==> config.mk <==
export PLATFORM = sky130hd
export DESIGN_NAME = fpu_rs_pipe
export DESIGN_NICKNAME = d
export VERILOG_FILES = /design/src/rtl/fpu_rs_pkg.sv /design/src/rtl/fpu_rs_pipe_wakeup.sv /design/src/rtl/fpu_rs_pipe.sv
export SDC_FILE = /design/constraint.sdc
export NUM_CORES = 1
export LEC_CHECK = 0
export ABC_AREA = 0
export BUFFER_PORTS_ARGS = -buffer_cell sky130_fd_sc_hd__buf_2
export CELL_PAD_IN_SITES_DETAIL_PLACEMENT = 0
export CELL_PAD_IN_SITES_GLOBAL_PLACEMENT = 1
export CORE_MARGIN = 3
export CORE_UTILIZATION = 41
export DETAILED_ROUTE_END_ITERATION = 16
export PLACE_DENSITY = 0.88
export SLEW_MARGIN = 40
export SYNTH_ARGS = -nofsm -noshare
export SYNTH_HDL_FRONTEND = slang
export SYNTH_SLANG_ARGS = --single-unit
==> constraint.sdc <==
create_clock -name clk -period 3.6 [get_ports clk]
set_clock_uncertainty 0.1 [all_clocks]
set_input_delay 0 -clock clk [delete_from_list [all_inputs] [get_ports clk]]
set_output_delay 0 -clock clk [all_outputs]
set_load 0.05 [all_outputs]
==> src/rtl/fpu_rs_pkg.sv <==
// Shared types for the FP reservation station: CDB broadcast, operand slot, station entry,
// and the tag-snoop helper used for operand wakeup.
package fpu_rs_pkg;

  localparam int ROB_WIDTH = 6;
  // Upper bound on snooped CDB channels; unused channels are padded invalid.
  localparam int CDB_MAX   = 8;

  typedef struct packed {
    logic                 valid;
    logic [ROB_WIDTH-1:0] tag;
    logic [31:0]          data;
  } cdb_t;

  typedef struct packed {
    logic                 valid;
    logic [ROB_WIDTH-1:0] tag;
    logic [31:0]          data;
  } rs_opd_t;

  typedef struct packed {
    logic                 valid;
    logic [ROB_WIDTH-1:0] tag;
    rs_opd_t [1:0]        opd;
  } rs_entry_t;

  typedef struct packed {
    logic        hit;
    logic [31:0] data;
  } cdb_hit_t;

  // Walks from the highest channel down so the lowest matching channel supplies the data.
  function automatic cdb_hit_t tag_match_any(input cdb_t [CDB_MAX-1:0] cdb,
                                             input logic [ROB_WIDTH-1:0] tag);
    cdb_hit_t r;
    r = '0;
    for (int k = CDB_MAX - 1; k >= 0; k--) begin
      if (cdb[k].valid && (cdb[k].tag == tag)) begin
        r.hit  = 1'b1;
        r.data = cdb[k].data;
      end
    end
    return r;
  endfunction

endpackage

==> src/rtl/fpu_rs_pipe_wakeup.sv <==
// Combinational CDB snoop for one operand slot: a waiting operand captures data from the
// lowest CDB channel broadcasting its producer tag.
module rs_wakeup
  import fpu_rs_pkg::*;
#(
  parameter int N_CDB = 2
) (
  input  cdb_t [N_CDB-1:0] cdb,
  input  rs_opd_t          opd_in,
  output rs_opd_t          opd_out
);

  cdb_t [CDB_MAX-1:0] cdb_pad;
  cdb_hit_t           hit;

  always_comb begin
    cdb_pad = '0;
    for (int k = 0; k < N_CDB; k++) begin
      cdb_pad[k] = cdb[k];
    end
    hit     = tag_match_any(cdb_pad, opd_in.tag);
    opd_out = opd_in;
    if (!opd_in.valid && hit.hit) begin
      opd_out.valid = 1'b1;
      opd_out.data  = hit.data;
    end
  end

endmodule

==> src/rtl/fpu_rs_pipe.sv <==
// Reservation station for a pipelined FP core: holds issued ops oldest-first, wakes operands
// from the CDBs, dispatches the oldest ready op and tracks tag/valid through the core pipe.
module fpu_rs_pipe
  import fpu_rs_pkg::*;
#(
  parameter int N_ENTRY = 4,
  parameter int N_CDB   = 2,
  parameter int LATENCY = 3
) (
  input  logic                         clk,
  input  logic                         reset_n,
  input  logic                         flush,
  input  logic                         issue_valid,
  output logic                         issue_ready,
  input  logic [ROB_WIDTH-1:0]         issue_tag,
  input  logic [1:0]                   issue_opd_valid,
  input  logic [2*ROB_WIDTH-1:0]       issue_opd_tag,
  input  logic [63:0]                  issue_opd_data,
  input  logic [N_CDB-1:0]             cdb_valid,
  input  logic [N_CDB*ROB_WIDTH-1:0]   cdb_tag,
  input  logic [N_CDB*32-1:0]          cdb_data,
  output logic                         core_en,
  output logic [31:0]                  core_a,
  output logic [31:0]                  core_b,
  input  logic [31:0]                  core_result,
  output logic                         out_valid,
  input  logic                         out_ready,
  output logic [ROB_WIDTH-1:0]         out_tag,
  output logic [31:0]                  out_result,
  output logic [$clog2(N_ENTRY+1)-1:0] count
);

  localparam int CW = $clog2(N_ENTRY + 1);
  localparam int IW = $clog2(N_ENTRY);

  // Handshakes: an issue transfers on an edge with issue_valid & issue_ready & !flush; a result
  // transfers on an edge with out_valid & out_ready, and out_valid/out_tag hold until it does.

  cdb_t [N_CDB-1:0]     cdb;
  rs_entry_t            ent_q [N_ENTRY];
  rs_entry_t            ent_w [N_ENTRY];
  rs_entry_t            ent_d [N_ENTRY];
  rs_opd_t              wk_opd [N_ENTRY][2];
  rs_opd_t              iss_opd_raw [2];
  rs_opd_t              iss_opd_w [2];
  rs_entry_t            iss_w;
  logic [N_ENTRY-1:0]   ready;
  logic                 any_ready, adv, dispatch, issue_acc;
  logic [IW-1:0]        disp_idx, wr_idx;
  logic [LATENCY-1:0]   pv_q;
  logic [ROB_WIDTH-1:0] pt_q [LATENCY];
  logic [CW-1:0]        count_q;

  always_comb begin
    cdb = '0;
    for (int k = 0; k < N_CDB; k++) begin
      cdb[k].valid = cdb_valid[k];
      cdb[k].tag   = cdb_tag[k*ROB_WIDTH +: ROB_WIDTH];
      cdb[k].data  = cdb_data[k*32 +: 32];
    end
    for (int j = 0; j < 2; j++) begin
      iss_opd_raw[j].valid = issue_opd_valid[j];
      iss_opd_raw[j].tag   = issue_opd_tag[j*ROB_WIDTH +: ROB_WIDTH];
      iss_opd_raw[j].data  = issue_opd_data[j*32 +: 32];
    end
  end

  for (genvar j = 0; j < 2; j++) begin : g_opd
    for (genvar i = 0; i < N_ENTRY; i++) begin : g_ent
      rs_wakeup #(.N_CDB(N_CDB)) u_wk_ent (
        .cdb(cdb), .opd_in(ent_q[i].opd[j]), .opd_out(wk_opd[i][j])
      );
    end
    rs_wakeup #(.N_CDB(N_CDB)) u_wk_iss (
      .cdb(cdb), .opd_in(iss_opd_raw[j]), .opd_out(iss_opd_w[j])
    );
  end

  // Dispatch sees this cycle's wakeups, so a CDB hit can release an entry immediately.
  always_comb begin
    for (int i = 0; i < N_ENTRY; i++) begin
      ent_w[i]        = ent_q[i];
      ent_w[i].opd[0] = wk_opd[i][0];
      ent_w[i].opd[1] = wk_opd[i][1];
      ready[i]        = ent_q[i].valid & wk_opd[i][0].valid & wk_opd[i][1].valid;
    end
    iss_w.valid  = 1'b1;
    iss_w.tag    = issue_tag;
    iss_w.opd[0] = iss_opd_w[0];
    iss_w.opd[1] = iss_opd_w[1];

    any_ready = 1'b0;
    disp_idx  = '0;
    for (int i = N_ENTRY - 1; i >= 0; i--) begin
      if (ready[i]) begin
        any_ready = 1'b1;
        disp_idx  = IW'(i);
      end
    end

    adv         = !out_valid || out_ready;
    dispatch    = adv && any_ready;
    issue_ready = (count_q < CW'(N_ENTRY)) || dispatch;
    issue_acc   = issue_valid && issue_ready && !flush;
    wr_idx      = IW'(count_q - CW'(dispatch));

    for (int i = 0; i < N_ENTRY; i++) begin
      if (dispatch && (IW'(i) >= disp_idx)) begin
        if (i == N_ENTRY - 1) ent_d[i] = '0;
        else                  ent_d[i] = ent_w[(i + 1) % N_ENTRY];
      end else begin
        ent_d[i] = ent_w[i];
      end
      if (issue_acc && (wr_idx == IW'(i))) ent_d[i] = iss_w;
    end
  end

  always_ff @(posedge clk or negedge reset_n) begin
    if (!reset_n) begin
      for (int i = 0; i < N_ENTRY; i++) ent_q[i] <= '0;
      count_q <= '0;
      pv_q    <= '0;
    end else if (flush) begin
      for (int i = 0; i < N_ENTRY; i++) ent_q[i] <= '0;
      count_q <= '0;
      pv_q    <= '0;
    end else begin
      for (int i = 0; i < N_ENTRY; i++) ent_q[i] <= ent_d[i];
      count_q <= count_q + CW'(issue_acc) - CW'(dispatch);
      if (adv) begin
        pv_q[0] <= dispatch;
        for (int s = 1; s < LATENCY; s++) pv_q[s] <= pv_q[s-1];
      end
    end
  end

  // Tags ride alongside the valid bits; they carry no meaning while their valid is low.
  always_ff @(posedge clk) begin
    if (adv) begin
      pt_q[0] <= ent_w[disp_idx].tag;
      for (int s = 1; s < LATENCY; s++) pt_q[s] <= pt_q[s-1];
    end
  end

  assign core_en    = adv;
  assign core_a     = ent_w[disp_idx].opd[0].data;
  assign core_b     = ent_w[disp_idx].opd[1].data;
  assign out_valid  = pv_q[LATENCY-1];
  assign out_tag    = pt_q[LATENCY-1];
  assign out_result = core_result;
  assign count      = count_q;

endmodule

==> key figures, run 1 <==
Worst setup path
  – Arrival @ worst endpoint: 3820 ps
  – Startpoint Class: flop
  – CP required: 3500 ps
  – RR Endpoint: ent_q[192]$_DFF_PN0_
  – Setup CP Type: flop to primary output
  – Critical path launch point: ent_q[122]$_DFFE_PN0P_
  – Crit-path slowest cell: o32ai_1
  – Reg2reg start: ent_q[204]$_DFFE_PN0P_
  – Peak per-stage delay on the critical path: 480 ps
  – Worst reg2reg setup slack: -270 ps
  – R2R depth: 18
  – Most used cell along the critical path: buf_4
  – Endpoint type of the worst setup path: primary output
  – CP Max Fanout: 7
  – Crit-path cells: xor2_1 > nor4_4 > o32ai_1 > buf_4 > nor4b_4 > o22a_4 > bufbuf_16 > mux2_2 > a21oi_1 > buf_4 > buf_6

Synthesis
  – Synth Area in Compound Gates: 18.4%
  – Mux share of post-synthesis cell area: 24.7%
  – Yosys cell types: 50
  – Post-Syn Nets: 3,353
  – Warnings from Yosys: 0
  – Prevailing post-synth register cell: dfrtp_1
  – Ys async rst share: 95.1%
  – Post-synthesis cell count: 3,150
  – Largest family of logic cells by synthesized area: multiplexers
  – Ranking of synthesized cells by area: dfrtp_1 32%, mux2i_1 22%, nor2_1 7.1%
  – Sequential share of the synthesized area: 34.1%
  – Top cell type by total area after synthesis: dfrtp_1
  – Area of the mapped netlist: 0.0269 mm²
  – Post-synth EDFFs: 18
  – Adder-cell area share of the yosys netlist: 0.214%
  – Synth top area share: 32.1%
  – Post-synthesis average cell area: 8.55 µm²
  – Synth Area in Simple Gates: 12.1%
  – Post-Synth XOR/XNOR Area: 4.03%
  – List of most frequent post-synthesis cells: 592 x mux2i_1, 513 x nor2_1, 346 x dfrtp_1
  – Synth Register Bits: 364
  – Most frequent cell after synthesis: mux2i_1

Clock network
  – CTS tree: yes
  – # H-tree levels: 2
  – Clock buffer depth: 3
  – # clock sinks: 364
  – Root buf cell: clkbuf_16
  – Worst-path clk slew: 70 ps
  – TritonCTS Buffers: 44
  – Clock latency on the worst-skew pair: 590 ps

Place
  – RD Place Congestion: 0.886
  – DP Wirelength: 59,600 µm
  – DP Area: 0.0301 mm²
  – PortBufs: 242
  – Pre-CTS setup slack: -138 ps

Timing
  – Final setup fails: 313
  – Fin worst setup slack: -317 ps
  – Final hold violation count: 0
  – Actual slew at the worst max-slew pin: 997 ps
  – Slew headroom: 33.5%
  – Final Slew Violations: 0
  – Hold slack: 41.4 ps
  – Tmin final: 3920 ps
  – RSZ-0062 raised after global routing: true
  – Peak Freq: 255 MHz
  – Final period util: 109%

Die
  – Initial Util: 41.6%
  – Full die area: 0.0688 mm²
  – Core box area: 0.0647 mm²
  – Core Rows: 93
  – Die Ht: 262 µm
  – Die W: 262 µm
  – Ports: 307

Layout
  – # fillers: 4,888
  – Area grow syn2layout: 48.7%
  – Diode count: 0
  – Nets: 3,835
  – Post-route cell area: 0.0400 mm²
  – Fraction of layout cells with a size suffix above 1: 33.1%

Hold path
  – Hold path start: cdb_data[3]
  – Min-delay worst type: input pin to flop
  – Worst hold stages: 5
  – Hold path endpoint: ent_q[3]$_DFF_PN0_

GRT
  – GRT Total Usage: 29.1%
  – Global-route wire length before repair: 160,000 µm
  – Total gr overflow: 0
  – Initial antenna violation count: 0
  – Largest net degree at the start of global routing: 99
  – Vias in the first global route: 26.5k

Route
  – DRC violations left: 0
  – Vias: 28.6k
  – Routed wire length: 119,000 µm
  – First-pass DRT Iterations: 6
  – Wirelength per Cell: 26.2 µm
  – DRT antenna net count: 0
  – Via/cell ratio: 6.34
  – Iteration-0 DRC Markers: 2,999

Power and ir drop
  – Worst VDD drop: 0.376 mV
  – PwrDens: 323 mW/mm²
  – P_leak: 0.0157 µW

Run status
  – Violated checks: negative setup slack
  – Status: finished with violations

Run
  – Max cap viols: 0
-- where the power goes --
group | internal, µW | switching [µW]
logic | 1560 | 2160
registers | 4330 | 95.9
clock network | 2810 | 1970
total | 8700 | 4230
-- cells in the final DEF, fill, tap and decap left out, drive strengths merged, types with 6 or more instances in the layout --
cell         count
nor4            17
edfxtp          18
a311oi          12
nand3           13
nor2           513
xnor2           67
mux2            64
nor3            45
clkbuf         104
nor2b            8
dlygate4sd3    240
a22o            18
o22ai           64
inv             14
a211oi         242
nand2          162
a21oi          310
dfrtp          346
clkinv           8
buf            554
mux2i          592
o21ai          132
o21bai           6
nand4           20
xor2            57
-- critical path: cells and delay by family, from the launching register on --
kind / cells / cell delay, ps
AO/OA/AOI/OAI: 3 / 910
XOR/XNOR: 1 / 390
buffers and inverters: 4 / 840
multiplexers: 1 / 340
AND/OR/NAND/NOR: 2 / 300
flip-flops: 1 / 420
-- worst max-delay path by stage --
| stage | endpoint | slack [ps] | cells after the start |
|---|---|---|---|
| 2_1_floorplan | core_b[28] | 30 | 9 |
| 3_3_place_gp | ent_q[90]$_DFF_PN0_ | 30 | 17 |
| 3_5_place_dp | ent_q[141]$_DFF_PN0_ | -140 | 17 |
| 4_1_cts | core_b[25] | -230 | 13 |
| 5_1_grt | core_a[3] | -420 | 14 |
| 6_report | core_b[19] | -320 | 11 |
-- area by class of cell --
type	instances	area (µm²)	share of cell area, %
Multi-Input combinational cell	2377	18900	47.1
Timing Repair Buffer	833	9350	23.3
Sequential cell	364	9200	23.0
Clock buffer	66	1320	3.28
Tap cell	855	1070	2.67
Clock inverter	15	185	0.462
Inverter	12	47.5	0.119
-- flip-flops by register name, summed over array words and instances (netlist names) --
name / flops
count: 3
pt_q: 18
pv_q: 3
ent_q: 340
-- routing by layer --
metal	track usage (%)	share of wire, %	vias to the layer above
li1	-	-	12200
met1	38.8	38	14000
met2	46.7	46	1934
met3	4.20	10	512
met4	13.9	6.0	0
met5	0	0	-
-- through the flow --
stage	util, %	setup TNS, ps	std cells	total power, µW
floorplan	-	0	3150	6160
global placement	46.4	0	4024	6910
detailed placement	46.5	-5440	4026	6950
CTS	55.7	-9400	4420	12200
global route	61.9	-81400	4522	13300
finish	61.9	-48890	4522	12900
-- cell families (layout without fill, tap and decap cells) --
group,after synthesis,after routing
AOI/OAI and AO/OA,803,803
buffers and inverters,409,926
DFF,364,364
xor gates and xnor gates,124,124
adders and majority gates,4,4
muxes,656,656
and+or+nand+nor,790,790
-- what timing repair did --
item | CTS | global route
setup endpoints to repair | 239 | 316
hold buffers | 239 | 1
buffers inserted | 56 | 68
gates cloned | 19 | 48
pin swaps | 61 | 259
endpoints found under the hold margin | 471 | 29
resized for setup | 267 | 602
(Power assumes the default switching activity.)
==> run 2, diff against run 1 <==
--- a/config.mk
+++ b/config.mk
@@ -12,6 +12,7 @@
 export CORE_MARGIN = 3
 export CORE_UTILIZATION = 41
 export DETAILED_ROUTE_END_ITERATION = 16
+export HOLD_SLACK_MARGIN = 0.03
 export PLACE_DENSITY = 0.88
 export SLEW_MARGIN = 40
 export SYNTH_ARGS = -nofsm -noshare
==> constraint.sdc (replaced) <==
create_clock -name clk -period 3.3 [get_ports clk]
set_clock_uncertainty 0.1 [all_clocks]
set_input_delay 0 -clock clk [delete_from_list [all_inputs] [get_ports clk]]
set_output_delay 0 -clock clk [all_outputs]
set_load 0.05 [all_outputs]
==> key figures, run 2 (same netlist as run 1, synthesis figures left out) <==
Run status
  – Status: finished with violations
  – Violated checks: negative setup slack

Clock network
  – Clock buffer depth: 3 (unchanged)
  – Clock latency on the worst-skew pair: 610 ps (+20 ps)
  – CTS tree: yes
  – TritonCTS Buffers: 44 (unchanged)
  – # H-tree levels: 2 (unchanged)
  – # clock sinks: 364 (unchanged)
  – Root buf cell: clkbuf_16
  – Worst-path clk slew: 60 ps (about the same)

Worst setup path
  – Startpoint Class: flop
  – Delay-heaviest family, CP: simple AND/OR/NAND/NOR gates
  – Most used cell along the critical path: buf_6
  – Bufs and invs on worst path: 7 (+3)
  – Crit. path cell count: 17 (+6)
  – R2R depth: 17 (-1)
  – Crit-path cells: xor2_1 > or4_4 > and3b_2 > buf_6 > o32ai_4 > o21ai_4 > inv_2 > ha_4 > xor2_4 > buf_6 > a2111oi_4 > buf_6 > buf_12 > buf_6 > buf_12 > nor3_1 > a211oi_2
  – Arrival @ worst endpoint: 4160 ps (+340 ps)
  – Setup CP Type: flop to flop
  – RR Endpoint: ent_q[199]$_DFF_PN0_
  – Endpoint type of the worst setup path: flop
  – Worst reg2reg setup slack: -520 ps (-250 ps)
  – CP Max Fanout: 6 (-1)
  – CP required: 3630 ps (+130 ps)
  – Reg2reg start: ent_q[205]$_DFFE_PN0P_
  – Crit-path slowest cell: or4_4
  – Peak per-stage delay on the critical path: 560 ps (+80 ps)
  – Critical path launch point: ent_q[205]$_DFFE_PN0P_
  – Critical Path End: ent_q[199]$_DFF_PN0_

Power and ir drop
  – Clock Power Share: 36.8% (-0.2 points)
  – Logic pwr share: 28.8% (about the same)
  – Net Sw Frac: 33.0% (+0.29 points)
  – Psw: 4630 µW (+9.4%)
  – Pwr Total: 14,000 µW (+8.5%)
  – P_leak: 0.0161 µW (+2.7%)
  – PwrDens: 346 mW/mm² (+7.2%)
  – Cell internal pwr: 9390 µW (+8.0%)
  – Share of total power in sequential cells: 34.4% (+0.2 points)
  – Worst VDD drop: 0.368 mV (-2.2%)

Timing
  – Tmin final: 3820 ps
  – Peak Freq: 262 MHz
  – Hold slack: 77.4 ps (+36.0 ps)
  – RSZ-0062 raised after global routing: true
  – Actual slew at the worst max-slew pin: 841 ps (-156 ps)
  – Slew headroom: 43.9% (+10 points)
  – Final hold violation count: 0 (unchanged)
  – Final Slew Violations: 0 (unchanged)
  – Final setup fails: 409 (+31%)
  – Final period util: 116%
  – Fin worst setup slack: -522 ps (-206 ps)

Route
  – Via/cell ratio: 6.41 (+1.3%)
  – Vias: 29.5k (+2.8%)
  – Wirelength per Cell: 26.6 µm (+1.3%)
  – DRT antenna net count: 0 (unchanged)
  – Iteration-0 DRC Markers: 3,902 (+30%)
  – First-pass DRT Iterations: 8 (+2)
  – DRC violations left: 0 (unchanged)
  – Routed wire length: 122,000 µm (+2.9%)

Place
  – DP Wirelength: 63,400 µm (+6.5%)
  – PortBufs: 242 (unchanged)
  – RD Place Congestion: 0.873 (-1.4%)
  – Cells after DPL: 4,116 (+2.2%)

Layout
  – # fillers: 4,781 (-2.2%)
  – Commonest non-fill, non-tap cell in the layout: mux2i_1
  – Nets: 3,907 (+1.9%)
  – Most frequent cells in the layout: 586 x mux2i_1, 432 x nor2_1, 345 x dfrtp_1, 237 x a21oi_1, 224 x dlygate4sd3_1
  – Register area: 0.00920 mm² (about the same)
  – Largest reg by FF count: ent_q
  – Area grow syn2layout: 50.4%
  – Top Registers: ent_q x340, pt_q x18
  – Largest register FFs: 340 (unchanged)
  – Footprint of the multi-input gates: 0.0186 mm² (-1.4%)
  – Diode count: 0 (unchanged)
  – Fraction of layout cells with a size suffix above 1: 33.2% (about the same)
  – Non-Filler Instances: 4,591 (+1.5%)

Die
  – Die W: 262 µm (unchanged)
  – Ports: 307 (unchanged)
  – Die Ht: 262 µm (unchanged)
  – Core box area: 0.0647 mm² (unchanged)
  – Initial Util: 41.6% (unchanged)
  – Full die area: 0.0688 mm² (unchanged)
  – Core Rows: 93 (unchanged)

Run
  – Max cap viols: 0 (unchanged)

GRT
  – Initial antenna violation count: 0 (unchanged)
  – GRT Total Usage: 31.8% (+2.7 points)
  – Global-route wire length before repair: 173,000 µm (+8.6%)
  – Vias in the first global route: 28.6k (+7.8%)
  – Total gr overflow: 0 (unchanged)
  – Largest net degree at the start of global routing: 164 (+66%)

Hold path
  – Min-delay worst type: input pin to flop
==> run 2: changes by cell type in the layout (fill, tap and decap cells not counted), sizes merged, moves of 2 or more <==
| cell | change |
|---|---|
| clkinv | -4 |
| dlygate4sd3 | -16 |
| clkbuf | -19 |
| bufbuf | +2 |
| buf | +108 |
==> run 2: repair_timing <==
action / CTS / global route
hold buffers: 225 / 0
endpoints found under the hold margin: 717 / 0
cloned: 49 / 17
pin swaps: 116 / 177
buffers inserted: 81 / 59
setup endpoints to repair: 409 / 414
gates resized for setup: 326 / 442
==> run 2: worst min path at each step <==
stage | from | to | cells past startpoint
detailed placement | core_result[0] | out_result[0] | 0
floorplan | reset_n | count[0]$_DFF_PN0_ | 0
CTS | cdb_data[56] | ent_q[24]$_DFF_PN0_ | 6
global route | cdb_data[35] | ent_q[3]$_DFF_PN0_ | 5
finish | cdb_data[35] | ent_q[3]$_DFF_PN0_ | 5
global placement | core_result[0] | out_result[0] | 0
==> run 2: stage by stage <==
step	setup slack (ps)	instance area (µm²)	setup TNS, ps	util [%]
3_3_place_gp	-271	31300	-40200	48.3
6_report	-522	40500	-134920	62.6
5_1_grt	-646	40500	-194150	62.6
3_5_place_dp	-304	31300	-53940	48.3
2_1_floorplan	-116	27300	-9840	-
4_1_cts	-459	38400	-108400	59.3
==> run 2: cell type report <==
cell class | instances | area share, %
Multi-Input combinational cell | 2377 | 46.0
Sequential cell | 364 | 22.7
Tap cell | 855 | 2.64
Inverter | 12 | 0.124
Clock inverter | 9 | 0.371
Timing Repair Buffer | 905 | 24.9
Clock buffer | 69 | 3.25
==> run 2: worst min-delay path, cell delays in order <==
cell	delay, ps
buf_2	220
mux2i_1	170
nand2_1	60
o21ai_0	150
o22ai_1	110
==> run 2: layer usage <==
layer,track usage [%],wire [µm],vias up
li1,-,-,12300
met4,17.9,8190,0
met2,49.5,54500,2276
met3,5.94,13700,611
met5,0,0,-
met1,41.7,45500,14200
==> run 2: power groups by stage <==
stage | Clock (µW) | Sequential, µW | Combinational (µW)
final | 5160 | 4820 | 4040
after global routing | 5300 | 4840 | 4220
after CTS | 5130 | 4810 | 3650
after detailed placement | 0 | 4890 | 2820
after global placement | 0 | 4880 | 2770
after floorplan | 0 | 4880 | 1920
